<file path="config.mk">
export PLATFORM = sky130hd
export DESIGN_NAME = board_gen
export DESIGN_NICKNAME = d
export VERILOG_FILES = /design/src/rtl/board_pkg.sv /design/src/rtl/board_gen_lfsr16.sv /design/src/rtl/board_gen.sv
export SDC_FILE = /design/constraint.sdc
export NUM_CORES = 1
export LEC_CHECK = 0
export BUFFER_PORTS_ARGS = -buffer_cell sky130_fd_sc_hd__buf_2
export CORE_MARGIN = 3
export CORE_UTILIZATION = 50
export CTS_BUF_LIST = sky130_fd_sc_hd__clkbuf_2 sky130_fd_sc_hd__clkbuf_4 sky130_fd_sc_hd__clkbuf_8
export CTS_CLUSTER_SIZE = 28
export DETAILED_ROUTE_END_ITERATION = 7
export PLACE_DENSITY = 0.67
export SLEW_MARGIN = 15
export SYNTH_ARGS = -nofsm -noshare
export SYNTH_HDL_FRONTEND = slang
export SYNTH_SLANG_ARGS = --single-unit
</file>
<file path="constraint.sdc">
create_clock -name clk -period 36.1 [get_ports clk]
set_input_delay 3.61 -clock clk [delete_from_list [all_inputs] [get_ports clk]]
set_output_delay 3.61 -clock clk [all_outputs]
set_load 0.01 [all_outputs]
</file>
<file path="src/rtl/board_pkg.sv">
// Shared definitions for the memory-matrix board generator and its neighbours
// (game FSM, guess-check datapath): board width, FSM states, LFSR constants
// and the difficulty clamp rule.
package board_pkg;

  localparam int          BOARD_W      = 8;
  localparam logic [15:0] LFSR_TAPS    = 16'hB400;
  localparam logic [15:0] DEFAULT_SEED = 16'hACE1;

  typedef enum logic [1:0] {
    IDLE = 2'd0,
    FILL = 2'd1,
    DONE = 2'd2
  } state_t;

  // Requested tile count -> lit-tile target: zero becomes one, and anything
  // above the board width saturates at the width.
  function automatic logic [4:0] clamp_target(input logic [3:0] n, input int w);
    logic [4:0] wt;
    wt = 5'(w);
    if (n == 4'd0) return 5'd1;
    else if ({1'b0, n} > wt) return wt;
    else return {1'b0, n};
  endfunction

endpackage

</file>
<file path="src/rtl/board_gen_lfsr16.sv">
// Free-running 16-bit Galois LFSR (right shift). Runs in every state so the
// player's start timing decides which part of the sequence seeds a board.
module lfsr16
  import board_pkg::*;
(
  input  logic        clk,
  input  logic        reset,
  input  logic [15:0] seed,
  output logic [15:0] q
);

  // Load the seed on reset, otherwise shift and fold in the taps.
  always_ff @(posedge clk) begin
    if (reset) q <= seed;
    else       q <= {1'b0, q[15:1]} ^ (q[0] ? LFSR_TAPS : 16'h0000);
  end

endmodule

</file>
<file path="src/rtl/board_gen.sv">
// Hidden solution board generator for the memory-matrix game.
// Optional build macro BOARD_GEN_NO_REPEAT_EN: refuse to deliver a board that
// equals the previously delivered one (unless every tile is lit or the board
// was forced by the fill watchdog).
//
//   state | meaning
//   ------+--------------------------------------------------------------
//   IDLE  | no board since reset; waiting for start
//   FILL  | placing random tiles until the latched target count is lit
//   DONE  | board held and valid; a start begins a new fill
module board_gen
  import board_pkg::*;
#(
  parameter int          WIDTH      = BOARD_W,
  parameter logic [15:0] SEED       = DEFAULT_SEED,
  parameter int          MAX_CYCLES = 255
) (
  input  logic             clk,
  input  logic             reset,
  input  logic             start,
  input  logic [3:0]       num_tiles,
  output logic             busy,
  output logic             board_done,
  output logic             board_valid,
  output logic [WIDTH-1:0] board
);

  localparam int                 IDX_W     = $clog2(WIDTH);
  localparam int                 TMR_W     = $clog2(MAX_CYCLES + 1);
  localparam logic [4:0]         WIDTH_T   = 5'(WIDTH);
  localparam logic [TMR_W-1:0]   TMR_LIMIT = TMR_W'(MAX_CYCLES);

  logic [15:0]      lfsr_q;
  logic             unused_lfsr_hi;
  logic [IDX_W-1:0] idx;

  state_t           state_q, state_n;
  logic [WIDTH-1:0] accum_q, accum_n;
  logic [WIDTH-1:0] board_q, board_n;
  logic [4:0]       count_q, count_n;
  logic [4:0]       target_q, target_n;
  logic [TMR_W-1:0] timer_q, timer_n;
  logic             valid_q, valid_n;
  logic             done_q, done_n;
  logic [WIDTH-1:0] fill_acc;
  logic [4:0]       fill_cnt;
  logic             repeat_hit;
`ifdef BOARD_GEN_NO_REPEAT_EN
  logic [WIDTH-1:0] prev_q, prev_n;
  logic             forced_q, forced_n;
`endif

  lfsr16 u_lfsr (
    .clk   (clk),
    .reset (reset),
    .seed  (SEED),
    .q     (lfsr_q)
  );

  assign idx            = lfsr_q[IDX_W-1:0];
  assign unused_lfsr_hi = ^lfsr_q[15:IDX_W];

  // Watchdog completion: light the lowest clear tiles until the target is met.
  always_comb begin
    fill_acc = accum_q;
    fill_cnt = count_q;
    for (int i = 0; i < WIDTH; i++) begin
      if (!fill_acc[i] && (fill_cnt < target_q)) begin
        fill_acc[i] = 1'b1;
        fill_cnt    = fill_cnt + 5'd1;
      end
    end
  end

  // A finished board that merely repeats the last one gets refilled; prev
  // clears to zero on reset and a real board is never empty, so the first
  // board always passes.
  always_comb begin
    repeat_hit = 1'b0;
`ifdef BOARD_GEN_NO_REPEAT_EN
    repeat_hit = !forced_q && (target_q < WIDTH_T) && (accum_q == prev_q);
`endif
  end

  // Next-state and datapath updates for the fill sequencer.
  always_comb begin
    state_n  = state_q;
    accum_n  = accum_q;
    board_n  = board_q;
    count_n  = count_q;
    target_n = target_q;
    timer_n  = timer_q;
    valid_n  = valid_q;
    done_n   = 1'b0;
`ifdef BOARD_GEN_NO_REPEAT_EN
    prev_n   = prev_q;
    forced_n = forced_q;
`endif
    case (state_q)
      IDLE, DONE: begin
        if (start) begin
          target_n = clamp_target(num_tiles, WIDTH);
          accum_n  = '0;
          count_n  = 5'd0;
          timer_n  = '0;
          valid_n  = 1'b0;
          state_n  = FILL;
`ifdef BOARD_GEN_NO_REPEAT_EN
          forced_n = 1'b0;
`endif
        end
      end
      FILL: begin
        if (count_q == target_q) begin
          if (repeat_hit) begin
            accum_n = '0;
            count_n = 5'd0;
            timer_n = '0;
          end else begin
            board_n = accum_q;
            valid_n = 1'b1;
            done_n  = 1'b1;
            state_n = DONE;
`ifdef BOARD_GEN_NO_REPEAT_EN
            prev_n  = accum_q;
`endif
          end
        end else if (timer_q == TMR_LIMIT) begin
          accum_n = fill_acc;
          count_n = fill_cnt;
`ifdef BOARD_GEN_NO_REPEAT_EN
          forced_n = 1'b1;
`endif
        end else begin
          if (!accum_q[idx]) begin
            accum_n[idx] = 1'b1;
            count_n      = count_q + 5'd1;
          end
          timer_n = timer_q + TMR_W'(1);
        end
      end
      default: state_n = IDLE;
    endcase
  end

  // State and datapath registers with synchronous reset.
  always_ff @(posedge clk) begin
    if (reset) begin
      state_q  <= IDLE;
      accum_q  <= '0;
      board_q  <= '0;
      count_q  <= 5'd0;
      target_q <= 5'd0;
      timer_q  <= '0;
      valid_q  <= 1'b0;
      done_q   <= 1'b0;
`ifdef BOARD_GEN_NO_REPEAT_EN
      prev_q   <= '0;
      forced_q <= 1'b0;
`endif
    end else begin
      state_q  <= state_n;
      accum_q  <= accum_n;
      board_q  <= board_n;
      count_q  <= count_n;
      target_q <= target_n;
      timer_q  <= timer_n;
      valid_q  <= valid_n;
      done_q   <= done_n;
`ifdef BOARD_GEN_NO_REPEAT_EN
      prev_q   <= prev_n;
      forced_q <= forced_n;
`endif
    end
  end

  assign busy        = (state_q == FILL);
  assign board_done  = done_q;
  assign board_valid = valid_q;
  assign board       = board_q;

endmodule

</file>
==> flow_summary.toml, run 1 <==
[clock_network]
hold_buffers = 0
cts.clk_slew.worst_paths_ps = 100
cts_setup_buffers = 0
clk_path_buf_depth = 2
cts_sinks = 53
cts_buffers = 5
cts_tree = "built"
htreeDepth = 2
ctsResizeCount = 0
clockRootBuffer = "clkbuf_8"
clkLatencyLatePin_ps = 310

[sta]
hold_viol_final = 0
drv_slew = 0
grt_setup_unrepaired = "no"
finalSetupViolCount = 0
fmaxAchievable_ghz = 0.06183
fin_crit_ps = 16170
setup_tns_ps = 0
finClkSkew_ps = 10.01
whs_ps = 419.0
finalCritPeriodShare_pct = 44.80
worstMarginPinSlew_ps = 779.0
relSlewSlack_pct = 48.07

[worst_setup_path]
crit_fanout = 10
arrival_ps = 16380
crit_path_top_delay_cell = "o31ai_1"
path_common_cell = "ha_1"
critPathRequiredTime_ps = 36310
path_class = "reg2reg"
crit_path_start_kind = "flop"
cp-end-kind = "flop"
slowest_delay_ps = 590

[status]
status = "completed"

[logic_synthesis]
syn-instance-count = 531
synth_warnings = 0
syn-num-nets = 572
ys_ff_latch = 53
ys.flop_type = "dfxtp_1"
postSynth.asyncResetShare_pct = 0
avgSynthCellArea_sq_um = 8.205
synth-edff-count = 0
seq_area_frac_synth_pct = 24.35
synthesis.area_sq_um = 4357
synthDistinctLibCells = 83

[routing]
wire_per_inst_um = 16.57
drt_iter0_markers = 239
num_vias = 3919
drt_wl_total_mm = 10.67
ant_nets = 0
drc_errors = 0
dr.pass1.iters = 5
vias_per_cell = 6.085

[die]
fp.dieH_um = 99.35
core_sq_um = 8341
start_util_pct = 52.24
pin_count = 18
die-area_sq_um = 9869
die_width_um = 99.35
fp-row-count = 33

[global_routing]
grt_overflow = 0
grt_start_max_net_pins = 48
antenna_found_initial = 0
grt_pass1_vias = 3760
gr-usage-all-layers_pct = 22.33
grt_pass1_wl_mm = 18.32

[worst_hold_path]
hold_class = "reg2reg"

[placement]
placed_area_sq_um = 4491
io_buffers = 17
gp_congestion = 0.8506
dp_cells = 636
dpl.hpwl_mm = 8.075

[cells_and_area]
num-nets-final = 579
fin_area_sq_um = 4582
diodes = 0
area_growth_pct = 5.169
fin_cells = 644
fill_cells = 827
drive_gt1_share_pct = 14.10

[flow_run]
maxCapViolations = 0
## critical path: cells and delay by family (launching register included)
family	cells	cell delay [ps]
multiplexers	1	360
XOR/XNOR	5	1270
AO/OA/AOI/OAI	23	6720
adder cells (fa/ha/maj)	8	2370
buffers and inverters	7	1230
flip-flops	1	330
AND/OR/NAND/NOR	19	3750
## cell families after synthesis
group | Yosys count | share of synthesized area [%]
compound gates | 138 | 24.04
simple gates | 217 | 26.13
mux | 20 | 5.456
flops | 53 | 24.35
buf+inv | 45 | 4.480
xor+xnor | 24 | 5.773
fa+ha+maj | 34 | 9.765
## through the flow
stage / worst slack (ps) / util, %
3_5_place_dp: 20130 / 53.84
6_report: 19930 / 54.94
2_1_floorplan: 22320 / -
5_1_grt: 18570 / 54.94
4_1_cts: 20040 / 54.94
3_3_place_gp: 20790 / 53.84
## path summary, 6_finish.rpt
check / from / endpoint / slack, ps / cells past startpoint
setup / recovery: target_q[1]$_SDFFE_PP0P_ / count_q[4]$_SDFFE_PP0P_ / 19930 / 63
hold / removal: u_lfsr.q[6]$_SDFF_PP1_ / u_lfsr.q[5]$_SDFF_PP1_ / 420 / 1
setup reg to reg: target_q[1]$_SDFFE_PP0P_ / count_q[4]$_SDFFE_PP0P_ / 19930 / 63
hold reg to reg: u_lfsr.q[6]$_SDFF_PP1_ / u_lfsr.q[5]$_SDFF_PP1_ / 420 / 1
## routing by layer
metal  share of wire (%)  GRT usage, %  vias up
li1                    -             -     1980
met1                  48         31.03     1807
met2                  46         36.21      116
met3                 5.0         3.226       16
met4                 1.7         6.092        0
met5                   0             0        -
## cell type report
class / instances / area [sq um] / share of cell area [%]
Timing Repair Buffer: 19 / 100.1 / 2.185
Inverter: 26 / 97.59 / 2.130
Tap cell: 105 / 131.4 / 2.867
Clock buffer: 6 / 76.32 / 1.666
Sequential cell: 53 / 1061 / 23.16
Clock inverter: 2 / 15.01 / 0.3277
Multi-Input combinational cell: 433 / 3100 / 67.67
## synthesized netlist by cell type, drive strengths merged, types with 3 or more instances
library cell,number,area (sq um)
buf,7,52.54
nor3b,9,67.56
a31oi,8,65.06
and4,3,26.28
o21ai,29,148.9
nor2,61,229.0
o22ai,3,18.77
nor3,20,110.1
nand3,20,100.1
mux2,7,82.57
a211oi,11,82.58
a311oi,5,61.31
or2,9,56.30
xnor2,15,165.2
nand4,11,75.07
or3,4,30.03
a22oi,3,22.52
dfxtp,53,1061
inv,24,90.09
a21o,3,22.52
and3,10,62.56
ha,34,425.4
nand2b,8,60.06
nor2b,10,70.06
mux2i,11,110.1
o31a,6,52.55
xor2,9,86.34
a21oi,28,151.4
o21a,10,75.07
a2111oi,3,32.53
nand2,41,153.9
o31ai,6,58.81
clkbuf,12,45.04
## registers in the layout, indices dropped and copies added, names as in the netlist
signal	count
u_lfsr.q	16
board_valid	1
count_q	5
board_done	1
accum_q	8
timer_q	8
state_q	2
board	8
target_q	4
## placed cells by master, fill, tap and decap left out, types with 12 or more instances in the layout
| master | instances |
|---|---|
| ha_1 | 34 |
| o21ai_0 | 27 |
| nand2_1 | 41 |
| nor2_1 | 61 |
| a21oi_1 | 27 |
| dfxtp_1 | 53 |
| xnor2_1 | 12 |
| inv_1 | 21 |
| nand3_1 | 20 |
| nor3_1 | 18 |
| buf_2 | 17 |
Power of run 1 is not shown: default switching activity piles up to over one toggle a cycle in this logic, so the estimate is an artifact.
==> run 2, diff against run 1 <==
PLACE_DENSITY = 0.69   (was 0.67)
clock period = 13.7 ns   (was 36.1 ns; I/O delays follow)
==> run 2 against run 1 <==
Against the previous run:
- fmax grew 24%
- die area did not move
- worst hold slack worse by 0.63 ps
- final cell count grew 7.3%
- non-clock buffer count rose by 47
- highest routed layer unchanged
- via count increased by 8.4%
- final area is 12% higher
- sequential share of layout area fell by 2.4 points
- worst setup slack got worse by 19000 ps
- core utilization increased by 6.4 points
==> flow_summary.toml, run 2 (synthesis results as in run 1) <==
[worst_setup_path]
r2r_setup_slack_ps = 700
slowest_delay_ps = 490
r2r-start = "target_q[1]$_SDFFE_PP0P_"
path_class = "reg2reg"
crit_fanout = 5
path_common_cell = "ha_1"
cp-startpoint = "target_q[1]$_SDFFE_PP0P_"
critPathRequiredTime_ps = 13910
cp-end-kind = "flop"
arrival_ps = 13210
crit_path_start_kind = "flop"
crit_path_top_delay_cell = "or4_1"

[clock_network]
clkLatencyLatePin_ps = 310
clk_path_buf_depth = 2
cts_buffers = 5
cts.clk_slew.worst_paths_ps = 100
cts_sinks = 53
cts_tree = "built"
htreeDepth = 2
clockRootBuffer = "clkbuf_8"
hold_buffers = 0

[routing]
vias_per_cell = 6.149
dr.pass1.iters = 5
ant_nets = 0
drt_iter0_markers = 252
drt_wl_total_mm = 11.31
wire_per_inst_um = 16.36
drc_errors = 0
num_vias = 4249

[cells_and_area]
final_cell_mix = "57 x nor2_1, 53 x dfxtp_1, 48 x buf_4"
regMostFlops = "u_lfsr.q"
largest_register_ffs = 16
area_growth_pct = 17.43
diodes = 0
drive_gt1_share_pct = 24.91
fin_cells = 691
fill_cells = 749
final_common_cell = "nor2_1"
fin_area_sq_um = 5116
num-nets-final = 626

[placement]
io_buffers = 17
place_ws_ps = 97.06
dpl.hpwl_mm = 8.509
gp_congestion = 0.8954
placed_area_sq_um = 4786
dp_cells = 673

[die]
fp-row-count = 33
start_util_pct = 52.24
pin_count = 18
core_sq_um = 8341
fp.dieH_um = 99.35
die-area_sq_um = 9869
die_width_um = 99.35

[global_routing]
antenna_found_initial = 0
grt_pass1_wl_mm = 18.68
grt_start_max_net_pins = 48
gr-usage-all-layers_pct = 22.64
grt_overflow = 0
grt_pass1_vias = 3926

[sta]
fmaxAchievable_ghz = 0.07694
setup_slack_ps = 702.3
worstMarginPinSlew_ps = 765.8
finalSetupViolCount = 0
drv_slew = 0
hold_viol_final = 0
relSlewSlack_pct = 48.94
setup_tns_ps = 0
finClkSkew_ps = 9.987
finalCritPeriodShare_pct = 94.87
fin_crit_ps = 13000

[flow_run]
maxCapViolations = 0

[worst_hold_path]
hold_class = "reg2reg"
hold_path_startpoint = "u_lfsr.q[12]$_SDFF_PP0_"

[status]
status = "completed"
run 2: worst paths after layout:
check,endpoint,cells past startpoint
min reg2reg,u_lfsr.q[11]$_SDFF_PP1_,1
max,count_q[4]$_SDFFE_PP0P_,61
max reg2reg,count_q[4]$_SDFFE_PP0P_,61
min,u_lfsr.q[11]$_SDFF_PP1_,1
run 2: per-stage QoR:
stage	hold slack [ps]	utilization, %
after global routing	433.3	61.34
after detailed placement	395.9	57.38
final	418.3	61.34
after CTS	420.4	58.76
after global placement	392.5	57.38
after floorplan	389.5	-
run 2: final cells by class:
cell class / count / area (sq um) / share of cell area, %
inverter: 26 / 97.59 / 1.908
clock inverter: 2 / 38.79 / 0.7581
clock buffer: 6 / 76.32 / 1.492
timing repair buffer: 66 / 465.4 / 9.098
sequential: 53 / 1061 / 20.74
multi-input combinational: 433 / 3246 / 63.44
tap: 105 / 131.4 / 2.568
run 2: repair_timing:
action                     in CTS  in global routing
setup buffers                   0                 10
setup endpoints to repair       0                  6
gates resized for setup         0                 29
run 2: critical path, delay by kind of cell (launching register included):
family,cells,cell delay [ps]
mux,1,320
xor+xnor,4,670
flops,1,340
fa+ha+maj,8,2160
buf+inv,8,830
simple gates,16,3410
compound gates,24,5160
run 2: per-layer routing:
layer	wire length (um)	share of wire, %	global-route usage, %
met1	5198	46	30.59
met2	5409	48	38.95
met3	457	4.0	2.104
met4	240	2.1	5.567
met5	0	0	0
Power of run 2 is left out for the same reason.
==> run 3, diff against run 2 <==
CELL_PAD_IN_SITES_DETAIL_PLACEMENT = 1   (was default)
CELL_PAD_IN_SITES_GLOBAL_PLACEMENT = 1   (was default)
CORE_UTILIZATION = 44   (was 50)
PLACE_DENSITY = default   (was 0.69)
PLACE_DENSITY_LB_ADDON = 0.1   (was default)
==> run 3 against run 2 <==
Against the previous run:
- die area up 13%
- non-clock buffer count up 4
- core utilization down 6.8 points
- register-to-register slack better by 20 ps
- critical endpoint is now accum_q[7]$_SDFFE_PP0P_
- critical path depth unchanged
- worst setup slack better by 21 ps
- critical path type unchanged
- clock skew down 1.6 ps
==> flow_summary.toml, run 3 (synthesis results as in run 1) <==
[status]
status = "completed"

[worst_setup_path]
r2r_cells = 61
arrival_ps = 13170
critPathRequiredTime_ps = 13900
crit_fanout = 5
cp-startpoint = "target_q[1]$_SDFFE_PP0P_"
cp-end-kind = "flop"
slowest_delay_ps = 450
path_class = "reg2reg"
crit_path_start_kind = "flop"
r2r_setup_slack_ps = 720
path_common_cell = "ha_1"
r2r-end = "accum_q[7]$_SDFFE_PP0P_"
r2r-start = "target_q[1]$_SDFFE_PP0P_"
crit_path_top_delay_cell = "or4_4"

[routing]
wirelength_met1_mm = 5.875
vias_per_cell = 5.846
drc_errors = 0
drt_iter0_markers = 187
drt_wl_total_mm = 12.98
met3WireLength_um = 415
top_layer_used = "met4"
dr.pass1.iters = 4
wire_per_inst_um = 18.05
wl_met2_mm = 6.318
num_vias = 4203
ant_nets = 0

[sta]
worstMarginPinSlew_ps = 835.7
finalCritPeriodShare_pct = 94.72
setup_slack_ps = 723.2
whs_ps = 414.7
drv_slew = 0
hold_viol_final = 0
relSlewSlack_pct = 44.28
fmaxAchievable_ghz = 0.07706
finalSetupViolCount = 0
finClkSkew_ps = 8.425
fin_crit_ps = 12980

[cells_and_area]
num-nets-final = 630
largest_register_ffs = 16
regMostFlops = "u_lfsr.q"
fin_util_pct = 54.52
final_common_cell = "nor2_1"
area_growth_pct = 17.83
final_cell_mix = "57 x nor2_1, 53 x dfxtp_1, 53 x buf_4"
drive_gt1_share_pct = 25.42
diodes = 0
fin_area_sq_um = 5134

[global_routing]
grt_start_max_net_pins = 48
grt_overflow = 0
grt_pass1_wl_mm = 21.43
gr-usage-all-layers_pct = 23.31
antenna_found_initial = 0
grt_pass1_vias = 4334

[clock_network]
cts_tree = "built"
cts_buffers = 5
cts_sinks = 53
hold_buffers = 0
htreeDepth = 2
clkLatencyLatePin_ps = 300
cts.clk_slew.worst_paths_ps = 100
clk_path_buf_depth = 2
clockRootBuffer = "clkbuf_8"

[placement]
io_buffers = 17
dpl.hpwl_mm = 10.04
placed_area_sq_um = 4826
place_ws_ps = -169.5
gp_congestion = 0.8863

[worst_hold_path]
hold_path_startpoint = "u_lfsr.q[6]$_SDFF_PP1_"
min_path_cells = 1
holdPathEnd = "u_lfsr.q[5]$_SDFF_PP1_"
hold_class = "reg2reg"

[die]
die_width_um = 105.5
fp-row-count = 35
start_util_pct = 46.27
core_sq_um = 9415
fp.dieH_um = 105.5
die-area_sq_um = 11130
pin_count = 18

[flow_run]
maxCapViolations = 0
## run 3: cell count changes in the layout (fill, tap and decap cells not counted), sizes merged
cell	before	now
buf	66	70
bufinv	1	0
clkinv	3	2
inv	24	26
clkinvlp	0	1
clkbuf	6	5
## run 3: repair_timing
item	4_1_cts	5_1_grt
resized for setup	7	22
pin swaps	0	15
setup endpoints to repair	4	6
setup buffers	0	11
## run 3: worst max-delay path by stage
| stage | endpoint | slack, ps | cells past startpoint |
|---|---|---|---|
| 3_3_place_gp | count_q[4]$_SDFFE_PP0P_ | 380 | 62 |
| 6_report | accum_q[7]$_SDFFE_PP0P_ | 720 | 61 |
| 2_1_floorplan | count_q[4]$_SDFFE_PP0P_ | 60 | 66 |
| 3_5_place_dp | count_q[4]$_SDFFE_PP0P_ | -170 | 62 |
| 4_1_cts | count_q[4]$_SDFFE_PP0P_ | 20 | 64 |
| 5_1_grt | accum_q[7]$_SDFFE_PP0P_ | -90 | 62 |
## run 3: final cells by class
class                      instances  area (sq um)
inverter                          26         97.59
sequential                        53          1061
multi-input combinational        433          3241
timing repair buffer              70         483.0
clock inverter                     3         21.27
tap                              129         161.4
fill                            1165          4282
clock buffer                       5         68.82
## run 3: metrics by stage
stage | std cells | TNS (ps)
6_report | 719 | 0
5_1_grt | 719 | -147.5
4_1_cts | 708 | 0
3_5_place_dp | 700 | -257.6
3_3_place_gp | 700 | 0
2_1_floorplan | 531 | 0
## run 3: worst max-delay path: cells and delay by family (launching register included)
family                   cells  cell delay [ps]
AO/OA/AOI/OAI               22             4780
AND/OR/NAND/NOR             18             3040
adder cells (fa/ha/maj)      8             2190
multiplexers                 4             1280
buffers and inverters        7              760
XOR/XNOR                     2              470
flip-flops                   1              340
## run 3: routing by layer
| layer | global-route usage (%) | vias up |
|---|---|---|
| li1 | - | 2066 |
| met1 | 29.63 | 2034 |
| met2 | 40.21 | 73 |
| met3 | 3.062 | 30 |
| met4 | 8.603 | 0 |
| met5 | 0 | - |
Power of run 3 is left out for the same reason.
